## config.mk

```make
export PLATFORM = sky130hd
export DESIGN_NAME = sprite_cmd_writer
export DESIGN_NICKNAME = d
export VERILOG_FILES = /design/src/rtl/sprite_cmd_writer.sv
export SDC_FILE = /design/constraint.sdc
export NUM_CORES = 1
export LEC_CHECK = 0
export ABC_AREA = 1
export BUFFER_PORTS_ARGS = -buffer_cell sky130_fd_sc_hd__buf_2
export CORE_MARGIN = 2
export CORE_UTILIZATION = 58
export CTS_CLUSTER_DIAMETER = 200
export DETAILED_ROUTE_END_ITERATION = 7
export PLACE_DENSITY_LB_ADDON = 0.3
export REMOVE_ABC_BUFFERS = 1
export SYNTH_ARGS = -nofsm -noshare
export SYNTH_HDL_FRONTEND = slang
export SYNTH_SLANG_ARGS = --single-unit
```

## constraint.sdc

```tcl
create_clock -name clk -period 1.99 [get_ports clk]
set_input_delay 0.0995 -clock clk [delete_from_list [all_inputs] [get_ports clk]]
set_output_delay 0.0995 -clock clk [all_outputs]
set_load 0.03 [all_outputs]
```

## src/rtl/sprite_cmd_writer.sv

```systemverilog
// sprite_cmd_writer: shadows child sprite attributes and replays them, then a buffer swap, on every frame_start.
// Define SPRITE_CMD_SKIP_HIDDEN_EN to send only the attribute word for hidden children.
module sprite_cmd_writer #(
  parameter logic [5:0] COMPONENT_ID = 6'b001010,
  parameter int         CHILD_LIMIT  = 2,
  parameter int         PATTERN_NUM  = 2
) (
  input  logic        clk,
  input  logic        reset,
  input  logic        host_write,
  input  logic [4:0]  host_child,
  input  logic [2:0]  host_type,
  input  logic [12:0] host_data,
  input  logic        frame_start,
  output logic [31:0] writedata,
  output logic        cmd_valid,
  output logic        busy,
  output logic        host_err,
  output logic        overrun
);
  localparam int         CW   = CHILD_LIMIT > 1 ? $clog2(CHILD_LIMIT) : 1;
  localparam int         CN   = 1 << CW;
  localparam logic [4:0] LAST = 5'(CHILD_LIMIT - 1);

  typedef enum logic [1:0] {IDLE, EMIT, SWAP} state_e;

  state_e      state_q;
  logic [4:0]  child_q;
  logic [1:0]  field_q;
  logic        back_buf_q;
  logic [31:0] writedata_q, writedata_d;
  logic        cmd_valid_q, busy_q, host_err_q, overrun_q;

  logic       vis_q   [CN];
  logic       flip_q  [CN];
  logic [4:0] pat_q   [CN];
  logic [9:0] x_q     [CN];
  logic [9:0] y_q     [CN];
  logic [9:0] shift_q [CN];

  logic [CW-1:0] rd_idx, wr_idx;
  logic          type_ok, wr_ok, skip, child_done, unused;
  logic [9:0]    coord;
  logic [12:0]   msg;
  logic [31:0]   upd_word, swap_word;

  assign rd_idx  = child_q[CW-1:0];
  assign wr_idx  = host_child[CW-1:0];
  assign unused  = host_data[10];
  assign type_ok = host_type != 3'd0 && host_type <= 3'd4;
  assign wr_ok   = 32'(host_child) < CHILD_LIMIT && type_ok &&
                   !(host_type == 3'd1 && 32'(host_data[4:0]) >= PATTERN_NUM);

  always_ff @(posedge clk or negedge reset) begin
    if (!reset) begin
      for (int i = 0; i < CN; i++) begin
        vis_q[i]   <= 1'b0;
        flip_q[i]  <= 1'b0;
        pat_q[i]   <= '0;
        x_q[i]     <= '0;
        y_q[i]     <= '0;
        shift_q[i] <= '0;
      end
      host_err_q <= 1'b0;
    end else begin
      host_err_q <= host_write && !wr_ok;
      if (host_write && wr_ok) begin
        if (host_type == 3'd1) begin
          vis_q[wr_idx]  <= host_data[12];
          flip_q[wr_idx] <= host_data[11];
          pat_q[wr_idx]  <= host_data[4:0];
        end
        if (host_type == 3'd2) x_q[wr_idx] <= host_data[9:0];
        if (host_type == 3'd3) y_q[wr_idx] <= host_data[9:0];
        if (host_type == 3'd4) shift_q[wr_idx] <= host_data[9:0];
      end
    end
  end

`ifdef SPRITE_CMD_SKIP_HIDDEN_EN
  // visibility is sampled while the child's attribute word is being emitted
  assign skip = field_q == 2'd0 && !vis_q[rd_idx];
`else
  assign skip = 1'b0;
`endif

  assign child_done  = field_q == 2'd3 || skip;
  assign coord       = field_q == 2'd1 ? x_q[rd_idx] : field_q == 2'd2 ? y_q[rd_idx] : shift_q[rd_idx];
  assign msg         = field_q == 2'd0 ? {vis_q[rd_idx], flip_q[rd_idx], 6'b0, pat_q[rd_idx]} : {3'b0, coord};
  assign upd_word    = {COMPONENT_ID, child_q, 4'b0001, {1'b0, field_q} + 3'd1, back_buf_q, msg};
  assign swap_word   = {COMPONENT_ID, 5'd0, 4'b1111, 3'b000, back_buf_q, 13'd0};
  assign writedata_d = state_q == EMIT ? upd_word : state_q == SWAP ? swap_word : '0;

  always_ff @(posedge clk or negedge reset) begin
    if (!reset) begin
      state_q     <= IDLE;
      child_q     <= '0;
      field_q     <= '0;
      back_buf_q  <= 1'b1;
      writedata_q <= '0;
      cmd_valid_q <= 1'b0;
      busy_q      <= 1'b0;
      overrun_q   <= 1'b0;
    end else begin
      writedata_q <= writedata_d;
      cmd_valid_q <= state_q != IDLE;
      busy_q      <= state_q != IDLE;
      overrun_q   <= overrun_q || (frame_start && state_q != IDLE);
      if (state_q == IDLE) begin
        if (frame_start) begin
          state_q <= EMIT;
          child_q <= '0;
          field_q <= '0;
        end
      end else if (state_q == EMIT) begin
        if (!child_done) field_q <= field_q + 2'd1;
        else begin
          field_q <= '0;
          if (child_q == LAST) state_q <= SWAP;
          else child_q <= child_q + 5'd1;
        end
      end else begin
        back_buf_q <= !back_buf_q;
        state_q    <= IDLE;
      end
    end
  end

  assign writedata = writedata_q;
  assign cmd_valid = cmd_valid_q;
  assign busy      = busy_q;
  assign host_err  = host_err_q;
  assign overrun   = overrun_q;
endmodule

```

### Yosys cells after proc, flatten, opt, wreduce, memory -nomap -nowiden

Cells that the tools add are included.
Widths: inputs -> output; s select.

| operators by class | value |
|---|---|
| order comparisons | 6 |
| multiplexer cells | 49 |
| shift-type cells | 0 |
| divide/modulo/power cells | 0 |
| bitwise logic cells | 4 |
| eq/ne operators | 14 |
| multipliers | 0 |
| add/sub/neg operators | 3 |
| reductions and logical operators | 26 |

Operators with widths:

| cell | count |
|---|---|
| $mux 10 | 12 |
| $bwmux 20 | 3 |
| $mux 30 | 2 |
| $mux 5 | 9 |
| $mux 2 | 9 |
| $mux 13 | 1 |
| $reduce_and 2->1 | 6 |
| $bwmux 10 | 1 |
| $demux 10 s1 | 1 |
| $logic_and 1x1->1 | 8 |
| $mux 1 | 7 |
| $eq 2x2->1 const B | 3 |
| $eq 3x2->1 const B | 2 |
| $reduce_bool 2->1 | 3 |
| $add 5x1->5 const B | 1 |
| $demux 5 s1 | 1 |
| $eq 5x1->1 const B | 1 |
| $ge 5x2->1 const B | 1 |
| $lt 5x2->1 const B | 1 |
| $bwmux 2 | 2 |
| $eq 2x1->1 const B | 2 |
| $ge 2x2->1 const B | 2 |
| $logic_not 2->1 | 2 |
| $ne 2x2->1 const B | 2 |
| 16 further kinds | 20 |

| word-level totals | value |
|---|---|
| latch bits | 0 |
| input bits | 25 |
| output and inout port bits | 36 |
| ROM bits | 0 |
| memories kept | 0 |
| memory bits (writable) | 0 |
| word-level logic and storage cells | 122 |
| register bits | 117 |

### Depth between registers and ports, before layout

Gate-level depths: netlist of the first run.

| depth | value |
|---|---|
| word-level depth | 8 |
| depth in mapped cells | 10 |
| gate-level depth less buffers | 9 |

### Worst setup path after synthesis of the first run

Ideal clock, no wire load.

| timing | value |
|---|---|
| path kind | register -> register |
| from | register state_q[0] |
| to | register child_q[3] |
| setup slack | 411 ps |
| arrival time | 1453 ps |
| period minus slack after synthesis | 1579 ps |
| library setup time | 126 ps |
| cell stages (with the launch flop) | 9 |
| buffers on the path | 1 |
| required time | 1864 ps |
| cells stage by stage | dfrtp_1 inv_1 ha_1 buf_2 inv_1 a21oi_1 inv_1 nand2_1 o21ai_0 |

| on the way | value |
|---|---|
| longest elaborated chain between the ends | 3 |
| elaborated cells on any way between the ends | 8 |
| classes of those cells | 3 x eq/ne; 1 x mux; 4 x reduce/logical |

RTL lines:

| what | RTL line | RTL |
|---|---|---|
| start: declaration | 27 | `state_e state_q;` |
| start signal: assignment | 96 | `state_q <= IDLE;` |
| start signal: assignment | 111 | `state_q <= EMIT;` |
| start signal: assignment | 119 | `if (child_q == LAST) state_q <= SWAP;` |
| $logic_not 2->1 / $eq 2x1->1 (equally long branches) | 109, 115 |  |
| $ne 2x2->1 (no line) / $reduce_bool 2->1 (equally long branches) | n/a |  |
| $reduce_and 4->1 (no line) | n/a |  |
| end signal: assignment | 120 | `else child_q <= child_q + 5'd1;` |
| end: declaration | 28 | `logic [4:0] child_q;` |

Parallel ways exist; a longest one is shown, timed or not.
A chain may end at the register's enable or synchronous reset.

### Final worst setup path of the first run

| timing | value |
|---|---|
| from | register state_q[1] |
| to | register child_q[0] |

The elaborated chain is that of the path after synthesis.

==> reports/results.ini, run 1 <==
[timing]
fin_ws_ps = 319
finClkSkew_ps = 5.75
finalCriticalPeriod_ps = 1670
fin_crit_sh_pct = 84.0
slew_violations = 0
final-hold-violation-count = 0
rsz0062_at_grt = no
clock.fmax_mhz = 598
setup_viol = 0

[place]
port_buffers = 54
finalWeightedCongestion = 0.816
placed_area_um2 = 5590
dp_hpwl_um = 7710
place_ws_ps = 354

[clock_tree]
root_buffer = clkbuf_8
clk_pin_slew_ps = 100
cts_sinks = 110
htreeDepth = 3
cts_buffers = 9
clk_latency_ps = 360
cts_tree = yes
clockBufferDepth = 2

[global_route]
grt_pass1_wl_um = 20000
track_usage_pct = 25.3
grt-ovfl-total = 0
grt_max_degree = 68
grt_pass1_vias = 4224
antenna_found_initial = 0

[die]
initial_utilization_pct = 59.8
rows = 34
die_area_um2 = 9810
die_h_um = 99.1
die_w_um = 99.1
pin_count = 61
core_region_area_um2 = 8760

[routing]
drt_wl_total_um = 12000
ant_nets = 0
first_pass_iters = 6
drt_iter0_markers = 319
drcViolationCount = 0
vias = 4443
via_per_inst = 5.65
avgRoutedWirePerCell_um = 15.2

[logic_synthesis]
synth-seq-cells = 110
synth_seq_area_share_pct = 52.5
yosysTopAreaCell = dfrtp_1
synth_cell_types = 28
yosys_warnings = 0
ys_top_cells_by_area = dfrtp_1 52%, nand2_1 13%, nand4_1 8.5%
synth_area_um2 = 5240
syn_inst = 628
synth_top_area_share_pct = 52.0
syn_avg_cell_area_um2 = 8.35

[hold_path]
min_path_type = in -> reg

[outcome]
status = completed

[worst_setup_path]
path_cells = inv_1 -> ha_1 -> inv_1 -> a21oi_1 -> buf_4 -> nand3_1 -> o21ai_0
cp-end-kind = flip-flop
slowest_delay_ps = 420
required_ps = 2270
path_delay_family = buffers and inverters
worst_setup_path_start_kind = flip-flop
path_common_cell = inv_1
crit_slowest_cell = dfrtp_1
critPathBufInv = 3
worstSetupPathType = reg -> reg
path_max_fanout = 9
ff2ff_setup_slack_ps = 320
critical_path_arrival_ps = 1950

[finish]
final_cell_mix = 188 x nand2_1, 109 x dfrtp_1, 71 x nand4_1, 66 x nor2_1, 53 x buf_2
final_layout_size_suffix_gt1_share_pct = 15.0
diodes = 0
areaGrowthSynthToFinish_pct = 10.7
num-nets-final = 708
layout_commonest_cell = nand2_1
stdcell_area_um2 = 5800

[flow_run]
max_cap_viol_count = 0

[power_and_ir_drop]
power_leakage_nw = 3.20
irDropWorstVdd_mv = 0.451
p_per_area_nw_per_um2 = 1060

-- synthesized netlist by cell type --
library cell  count
a21oi_1          11
o22ai_1           1
dfstp_2           1
ha_1             10
nor2_1           67
nand4_1          71
nand2_2           1
buf_4            11
dfrtp_1         109
o21bai_1          1
nand2_1         188
nand3_1           5
buf_6             4
nor3_1            3
o21a_1            1
buf_1             2
buf_2             6
conb_1            1
inv_1            41
and2_1            1
xor2_1            1
o211ai_1          5
nor2_4            2
nor3b_1           1
nand4_2           6
inv_2             4
clkbuf_1         22
o21ai_0          52
-- path summary, 6_finish.rpt --
path / startpoint / end / cells past startpoint
setup / recovery: state_q[1] / child_q[0] / 7
min in group asynchronous: reset / writedata[1] / 2
hold reg to reg: x_q[9] / x_q[9] / 2
max in group asynchronous: reset / back_buf_q / 3
hold / removal: frame_start / overrun / 3
setup reg to reg: state_q[1] / child_q[0] / 7
-- per-stage QoR --
step / power, mW / utilization, % / hold WS, ps / TNS, ps / cells
final: 6.16 / 66.2 / 13.0 / 0 / 786
after floorplan: 4.10 / - / -196 / -50890 / 587
after detailed placement: 4.89 / 63.8 / -41.5 / 0 / 767
after global placement: 4.81 / 63.8 / -42.5 / 0 / 767
after global routing: 6.55 / 66.2 / 19.9 / 0 / 786
after CTS: 6.17 / 66.2 / 8.25 / 0 / 786
-- where the power goes --
part	switching (mW)	total, mW	internal (mW)
Combinational	1.58	2.25	0.665
Clock	0.744	1.28	0.538
Sequential	0.134	2.63	2.50
-- layout make-up --
class | instances | area [um2]
Clock buffer | 13 | 159
Clock inverter | 3 | 26.3
Tap cell | 108 | 135
Timing Repair Buffer | 75 | 463
Sequential cell | 110 | 2750
Fill cell | 737 | 2960
Inverter | 45 | 169
Multi-Input combinational cell | 432 | 2100
-- cell families (layout without fill, tap and decap cells) --
kind of cell	after synthesis	count (layout)	synth area share [%]
DFF	110	110	52.5
xor gates and xnor gates	1	1	0.167
and+or+nand+nor	345	345	29.7
AOI/OAI and AO/OA	71	71	7.14
other	1	5	0.0715
buffers and inverters	90	136	7.95
adders and majority gates	10	10	2.39
-- flip-flops by register name, summed over array words and instances (netlist names) --
signal	cells
writedata	23
shift_q	20
x_q	20
y_q	20
pat_q	10
child_q	5
field_q	2
flip_q	2
state_q	2
vis_q	2
back_buf_q	1
busy	1
host_err	1
overrun	1
-- layer usage --
layer | up-vias | global-route usage (%) | routed length (um)
li1 | 2136 | - | -
met1 | 2127 | 34.6 | 5210
met2 | 161 | 41.8 | 5770
met3 | 19 | 3.33 | 775
met4 | 0 | 8.64 | 206
met5 | - | 0 | 0
-- worst register-to-register path, cell delays in order (launching register included) --
cell and delay, ps:
dfrtp_1 420, inv_1 120, ha_1 330, inv_1 160, a21oi_1 250, buf_4 180
nand3_1 60, o21ai_0 80
-- timing repair --
item | 4_1_cts | 5_1_grt
setup buffers | 0 | 0
hold buffers | 3 | 0
gates resized for setup | 0 | 0
hold endpoints to repair | 111 | 0
(Power assumes the default switching activity.)
==> run 2: changes to the inputs <==
ABC_AREA = 0   (was 1)
CORE_UTILIZATION = 52   (was 58)
clock period = 1.5 ns   (was 1.99 ns; I/O delays follow)
==> reports/results.ini, run 2 <==
[worst_setup_path]
path_max_fanout = 5
critical_path_arrival_ps = 1820
required_ps = 1780
worst_setup_path_start_kind = flip-flop
worst_r2r_path_depth = 5
critPathBufInv = 2
cp-end-kind = flip-flop
ff2ff_setup_slack_ps = -40
crit_slowest_cell = dfrtp_1
slowest_delay_ps = 440
path_common_cell = buf_4
path_cells = buf_4 -> ha_4 -> buf_4 -> a22o_1 -> o32ai_4
worstSetupPathDepth = 5
path_delay_family = compound AO/OA/AOI/OAI gates
worstSetupPathType = reg -> reg

[finish]
nFillCells = 639
largest_reg_flops = 23
num-nets-final = 499
layout_commonest_cell = dfrtp_1
diodes = 0
final_cell_mix = 109 x dfrtp_1, 55 x mux2_2, 52 x buf_2, 47 x buf_4, 21 x mux2i_1
multi_input_area_um2 = 2380
ff_latch_area_um2 = 2750
fin_util_pct = 68.8
final_layout_size_suffix_gt1_share_pct = 53.7
areaGrowthSynthToFinish_pct = 27.9
stdcell_area_um2 = 6360
stdcell_count = 598

[power_and_ir_drop]
power_leakage_nw = 3.03
irDropWorstVdd_mv = 0.672
p_per_area_nw_per_um2 = 1280

[logic_synthesis]
yosys_warnings = 0
yosysTopAreaCell = dfrtp_1
syn_avg_cell_area_um2 = 13.8
synthAdderAreaFrac_pct = 2.52
synth_area_um2 = 4970
synth_seq_area_share_pct = 55.4
synthMuxAreaShare_pct = 22.6
ys_top_cells_by_count = 109 x dfrtp_1, 56 x mux2_2, 23 x mux2i_1
syn_inst = 361
synth_top_family_by_area = multiplexers
ys.flop_type = dfrtp_1
ys_top_cells_by_area = dfrtp_1 55%, mux2_2 13%, mux2i_1 4.6%
synthArstFlopShare_pct = 100
synth_simple_gate_area_share_pct = 9.10
synth_cell_types = 47
yosysMostFrequentCell = dfrtp_1
synth_edf_count = 0
synth_xor_area_share_pct = 0.176
synth-seq-cells = 110
synth_compound_gate_area_share_pct = 6.49
synth_top_area_share_pct = 54.8

[place]
placed_cells_incl_taps = 577
port_buffers = 54
dp_hpwl_um = 7060
placed_area_um2 = 5740
finalWeightedCongestion = 0.825

[routing]
drt_wl_total_um = 10900
first_pass_iters = 4
drcViolationCount = 0
drt_iter0_markers = 82
via_per_inst = 5.50
vias = 3288
ant_nets = 0
avgRoutedWirePerCell_um = 18.2

[clock_tree]
cts_tree = yes
clockBufferDepth = 2
clk_latency_ps = 380
cts_sinks = 110
htreeDepth = 3
root_buffer = clkbuf_8
clk_pin_slew_ps = 110
cts_buffers = 9

[global_route]
grt_pass1_vias = 3486
track_usage_pct = 23.0
grt-ovfl-total = 0
grt_pass1_wl_um = 18100
antenna_found_initial = 0
grt_max_degree = 61

[hold_path]
whs_path_depth = 2
min_path_type = in -> reg

[outcome]
status = complete, but fails checks
violations = setup timing

[timing]
rsz0062_at_grt = yes
finClkSkew_ps = 11.9
final-hold-violation-count = 0
finalCriticalPeriod_ps = 1540
clock.fmax_mhz = 650
slew_violations = 0
fin_ws_ps = -38.0
fin_crit_sh_pct = 103
setup_viol = 8

[die]
core_region_area_um2 = 9240
pin_count = 61
die_h_um = 102
rows = 35
die_w_um = 102
initial_utilization_pct = 53.8
die_area_um2 = 10400

[flow_run]
max_cap_viol_count = 0

-- run 2: changes by cell type in the layout (fill, tap and decap cells not counted), sizes merged, moves of 11 or more --
cell / change
nand2: -180
nor2: -56
nand4: -77
inv: -35
a211oi: +11
buf: +36
o21ai: -50
mux2: +66
mux2i: +23
nor2b: +14
-- run 2: logic make-up after synthesis --
| logic type | Yosys count |
|---|---|
| buffers and inverters | 34 |
| and+or+nand+nor | 68 |
| AOI/OAI and AO/OA | 43 |
| DFF | 110 |
| other | 1 |
| xor gates and xnor gates | 1 |
| muxes | 94 |
| adders and majority gates | 10 |
-- run 2: path summary, 6_finish.rpt --
path | from | end
max | field_q[0] | writedata[3]
min | host_data[6] | shift_q[16]
max reg2reg | field_q[0] | writedata[3]
min reg2reg | overrun | overrun
max in group asynchronous | reset | y_q[12]
min in group asynchronous | reset | writedata[11]
-- run 2: layout make-up --
class,count,area share (%)
clock buffer,9,1.95
clock inverter,7,1.24
inverter,9,0.570
multi-input combinational,221,37.4
sequential,110,43.3
tap,129,2.54
timing repair buffer,113,13.0
-- run 2: power breakdown --
| part | switching (mW) | total, mW | internal [mW] |
|---|---|---|---|
| registers | 0.138 | 3.36 | 3.23 |
| logic | 1.64 | 2.93 | 1.29 |
| clock network | 1.07 | 1.86 | 0.793 |
| total | 2.85 | 8.16 | 5.31 |
-- run 2: routing by layer --
layer / GRT usage [%] / part of all wire, % / routed length (um)
met5: 0 / 0 / 0
met4: 7.90 / 1.6 / 179
met3: 3.21 / 3.5 / 378
met2: 38.8 / 50 / 5460
met1: 30.9 / 45 / 4880
-- run 2: per-stage QoR --
step	setup TNS (ps)	hold slack (ps)	power, mW	setup slack [ps]
floorplan	-24120	-221	4.72	-781
global placement	-21690	-118	5.71	-355
detailed placement	-24330	-117	5.77	-388
CTS	-98.7	1.37	7.99	-38.4
global route	-900	11.2	8.55	-90.7
finish	-146	8.57	8.16	-38.0
-- run 2: timing repair --
| action | in CTS | in global routing |
|---|---|---|
| hold buffers | 4 | 0 |
| hold endpoints to repair | 114 | 0 |
| gates resized for setup | 44 | 28 |
| buffers inserted | 1 | 1 |
| gates cloned | 1 | 0 |
| setup endpoints to repair | 20 | 42 |
| pin swaps | 15 | 9 |
